<file path="src/rtl/mux_rr_arbiter.sv">
// Round-robin arbiter driving the select of a shared 16:1 mux.
// One grant at a time, released on done, withdrawal or hold-time limit.
module mux_rr_arbiter #(
  parameter int unsigned HOLD_MAX = 8,
  parameter int unsigned CNT_W    = 8
) (
  input  logic                clk,
  input  logic                rst_n,
  input  logic                en,
  input  logic [15:0]         req,
  input  logic                done,
  output logic [3:0]          sel,
  output logic [15:0]         gnt,
  output logic                gnt_valid,
  output logic                timeout
);

  localparam int unsigned N     = 16;
  localparam int unsigned SEL_W = 4;

  typedef enum logic {
    IDLE  = 1'b0,
    GRANT = 1'b1
  } state_t;

  state_t             r_state;
  logic [SEL_W-1:0]   r_ptr;
  logic [CNT_W-1:0]   r_cnt;

  logic [2*N-1:0]     w_req_dbl;
  logic [N-1:0]       w_req_rot;
  logic [SEL_W-1:0]   w_off;
  logic [SEL_W-1:0]   w_winner;
  logic               w_any;
  logic               w_hold_lim;
  logic               w_withdraw;
  logic               w_release;
  logic               w_timeout;

  // Rotate req so bit 0 is the pointer position, then take the lowest set bit.
  assign w_req_dbl = {req, req};
  assign w_req_rot = N'(w_req_dbl >> r_ptr);
  assign w_any     = |req;

  always_comb begin
    w_off = '0;
    for (int i = N - 1; i >= 0; i--) begin
      if (w_req_rot[i]) begin
        w_off = SEL_W'(i);
      end
    end
  end

  assign w_winner = r_ptr + w_off;

  // Release causes; timeout only when the hold limit is the sole reason.
  assign w_hold_lim = (r_cnt == CNT_W'(HOLD_MAX - 1));
  assign w_withdraw = ~req[sel];
  assign w_release  = done | w_withdraw | w_hold_lim;
  assign w_timeout  = ~done & ~w_withdraw & w_hold_lim;

  always_ff @(posedge clk or negedge rst_n) begin
    if (!rst_n) begin
      r_state   <= IDLE;
      r_ptr     <= '0;
      r_cnt     <= '0;
      sel       <= '0;
      gnt       <= '0;
      gnt_valid <= 1'b0;
      timeout   <= 1'b0;
    end else begin
      timeout <= 1'b0;
      case (r_state)
        IDLE: begin
          gnt       <= '0;
          gnt_valid <= 1'b0;
          if (en && w_any) begin
            sel       <= w_winner;
            gnt       <= N'(1) << w_winner;
            gnt_valid <= 1'b1;
            r_cnt     <= '0;
            r_state   <= GRANT;
          end
        end
        GRANT: begin
          if (w_release) begin
            // sel is held so the mux output does not glitch to input 0
            gnt       <= '0;
            gnt_valid <= 1'b0;
            r_ptr     <= sel + SEL_W'(1);
            timeout   <= w_timeout;
            r_state   <= IDLE;
          end else begin
            r_cnt <= r_cnt + CNT_W'(1);
          end
        end
        default: begin
          r_state <= IDLE;
        end
      endcase
    end
  end

endmodule

</file>
<file path="config.mk">
export PLATFORM = sky130hd
export DESIGN_NAME = mux_rr_arbiter
export DESIGN_NICKNAME = d
export VERILOG_FILES = /design/src/rtl/mux_rr_arbiter.sv
export SDC_FILE = /design/constraint.sdc
export NUM_CORES = 1
export LEC_CHECK = 0
export CAP_MARGIN = 10
export CORE_ASPECT_RATIO = 1.25
export CORE_MARGIN = 4
export CORE_UTILIZATION = 30
export CTS_BUF_LIST = sky130_fd_sc_hd__clkbuf_8
export DETAILED_ROUTE_END_ITERATION = 16
export PLACE_DENSITY = 0.58
export SLEW_MARGIN = 10
export SYNTH_ARGS = -nofsm -noshare
export SYNTH_HDL_FRONTEND = slang
export SYNTH_SLANG_ARGS = --single-unit
</file>
<file path="constraint.sdc">
create_clock -name clk -period 3.5 [get_ports clk]
set_input_delay 0.7 -clock clk [delete_from_list [all_inputs] [get_ports clk]]
set_output_delay 0.7 -clock clk [all_outputs]
set_load 0.02 [all_outputs]
</file>
==> flow_summary_export.csv <==
group,metric,value,unit
min_path,hold_path_class,"reg -> reg",
floorplanning,die_w,97.1,µm
sta,slew_viol_final,0,
layout,nFillCells,864,
logic_synthesis,ys_ff_latch,35,
min_path,hold_depth,1,
placed_design,hpwl,6950,µm
worst_setup_path,cp-start-kind,"input port",
sta,post-route-min-period,3.79,ns
detailed_routing,drt_first_pass_iters,4,
layout,final-seq-area,877,µm²
outcome,violations,"setup timing",
worst_setup_path,r2r_end,"gnt[3]",
worst_setup_path,path_cells,"clkdlybuf4s15_2 -> mux4_2 -> buf_6 -> mux4_2 -> inv_2 -> o21ai_4 -> a211oi_2 -> a211oi_2 -> ha_2 -> inv_2 -> fa_2 -> nor2b_2 -> nand2_1 -> mux2i_1 -> a21o_1",
logic_synthesis,yosys-top-cells-count,"nand2_1 (55), dfrtp_1 (35), mux2i_1 (21)",
sta,rsz0062_at_grt,"true",
worst_setup_path,r2r-start,"r_ptr[1]",
sta,clock_skew,0.00887,ns
min_path,hold_end,"gnt[8]",
grt,grt_pass1_wl,15600,µm
layout,synthToLayoutAreaGrowth,53.4,%
worst_setup_path,crit_slowest_cell,"mux4_2",
sta,setup_tns,-4.35,ns
grt,grt_max_degree,36,
floorplanning,die_area,11600,µm²
floorplanning,io_pins,42,
worst_setup_path,crit_type,"in -> reg",
layout,diodes,0,
detailed_routing,post_drt_wl_per_cell,17.1,µm
sta,max-slew-margin-rel,68.9,%
logic_synthesis,synthCells,305,
clocking,clk_path_buf_depth,2,
clocking,clk_pin_slew,0.07,ns
grt,grt_pass1_vias,3181,
layout,layout-drive-gt1-share,47.3,%
worst_setup_path,critPathTopFamily,"multiplexers",
placed_design,place_congestion,0.915,
detailed_routing,wirelength,9500,µm
worst_setup_path,cp_max_fo,6,
worst_setup_path,cp_num_buf_inv,4,
layout,nNetsFinal,454,
logic_synthesis,netlist_top_cells_area,"dfrtp_1 (29%), mux4_2 (12%), mux2i_1 (7.1%)",
floorplanning,die_h,119,µm
logic_synthesis,ys_seq_area_share,29.4,%
clocking,cts_max_level,2,
logic_synthesis,synth_top_area_share,29.4,%
grt,grt_usage,16.1,%
logic_synthesis,yosysTopAreaCell,"dfrtp_1",
logic_synthesis,syn_avg_cell_area,9.75,µm²
min_path,min_from,"gnt[8]",
worst_setup_path,slowest_delay,0.54,ns
power,powerDensity,1120,nW/µm²
worst_setup_path,rrSetupSlack,-0.26,ns
grt,antenna_found_initial,0,
sta,worst_slack,-0.293,ns
run,drv_cap,0,
placed_design,portBuffers,41,
clocking,worstSkewPairLatency,0.29,ns
floorplanning,core,9660,µm²
detailed_routing,ant_nets,0,
logic_synthesis,synth_edf_count,0,
detailed_routing,drt_iter0_markers,145,
sta,setup_violations,19,
floorplanning,rows,40,
detailed_routing,vias,3060,
logic_synthesis,syn_nets,331,
detailed_routing,drc,0,
logic_synthesis,syn_area,2970,µm²
worst_setup_path,reg2reg_depth,15,
sta,hold_viol,0,
outcome,status,"finished with violations",
sta,fmax,264,MHz
floorplanning,start_util,30.8,%
logic_synthesis,synthArstFlopShare,100,%
grt,overflow,0,
power,ir_drop,0.610,mV
sta,worst_slew_pin_slew,0.467,ns
sta,finalCritPeriodShare,108,%
detailed_routing,viasPerCell,5.51,
layout,multi_input_area,2290,µm²
clocking,cts_root_buf,"clkbuf_8",
logic_synthesis,synthFlopType,"dfrtp_1",
logic_synthesis,yosysUniqueCellTypes,53,
clocking,cts_tree,"done",
worst_setup_path,cp_data_required_time,3.73,ns
layout,final_util,47.2,%
worst_setup_path,cp_data_arrival_time,4.03,ns
clocking,clock-sinks,35,
power,p_leak,2.02,nW
logic_synthesis,yosys_warnings,0,
worst_setup_path,cp-end-kind,"register",
logic_synthesis,yosysMostFrequentCell,"nand2_1",
clocking,cts_buffers,5,
[report_power, final]
part | leakage, nW | internal (mW) | total, mW | switching [mW]
Combinational | 1.51 | 2.12 | 4.16 | 2.04
Sequential | 0.466 | 0.531 | 0.674 | 0.143
Clock | 0.0453 | 0.136 | 0.284 | 0.147
[through the flow]
step | area (µm²) | instances | power [mW] | hold slack (ns) | setup slack [ns]
2_1_floorplan | 3010 | 305 | 2.56 | 0.404 | -0.0952
3_3_place_gp | 4120 | 534 | 3.83 | 0.467 | -0.986
3_5_place_dp | 4120 | 534 | 3.86 | 0.465 | -1.06
4_1_cts | 4390 | 550 | 4.64 | 0.483 | -0.263
5_1_grt | 4560 | 555 | 5.46 | 0.500 | -0.444
6_report | 4560 | 555 | 5.12 | 0.478 | -0.293
[layout by cell type (no fill, tap or decap), drive strengths merged, types with 4 or more instances in the layout]
cell type,instances
a211oi,5
a21boi,4
a21o,12
a21oi,15
a31oi,5
buf,100
clkbuf,10
clkdlybuf4s50,25
dfrtp,35
ha,5
inv,9
mux2i,21
mux4,22
nand2,55
nand2b,4
nand3,16
nand4,4
nor2,9
nor3,5
nor4,5
o21ai,14
xor2,4
[metal layers]
metal  GRT usage [%]  routed length (µm)  up-vias  share of wire [%]
met5               0                   0        -                  0
met4            5.62                 331        0                3.5
met3            2.23                 355       28                3.7
met2            29.7                5120       92                 54
met1            18.9                3690     1524                 39
li1                -                   -     1416                  -
[worst max-delay path by stage]
stage,endpoint,slack [ns],start,cells past startpoint
after floorplan,gnt[1],-0.1,req[12],15
after global placement,gnt[9],-0.99,req[12],16
final,gnt[3],-0.29,req[14],15
after CTS,gnt[9],-0.26,r_ptr[1],16
after detailed placement,gnt[9],-1.06,req[12],16
after global routing,gnt[1],-0.44,r_ptr[1],17
[flip-flops by register name, summed over array words and instances, names as in the netlist]
name	flops
gnt	16
gnt_valid	1
r_cnt	8
r_ptr	4
r_state	1
sel	4
timeout	1
[timing repair]
action	4_1_cts	5_1_grt
hold buffers	0	0
setup buffers	9	4
resized for setup	93	36
cloned	0	1
endpoints found under the setup margin	20	19
pin swaps	22	13
[layout make-up]
cell class | count | area share, %
repair buffers | 132 | 24.6
flip-flops and latches | 35 | 19.2
well taps | 126 | 3.46
clock buffers | 5 | 1.51
multi-input cells | 246 | 50.2
clock inverters | 3 | 0.357
inverters | 8 | 0.658
[cells by family (layout without fill, tap and decap cells)]
family	after synthesis	after routing	synth area share (%)
fa+ha+maj	6	6	2.78
compound gates	73	73	16.8
mux	46	46	25.6
xor+xnor	6	6	2.65
simple gates	115	115	18.5
flops	35	35	29.4
buf+inv	24	148	4.16
Note: power is estimated with default switching activity, not from simulation.
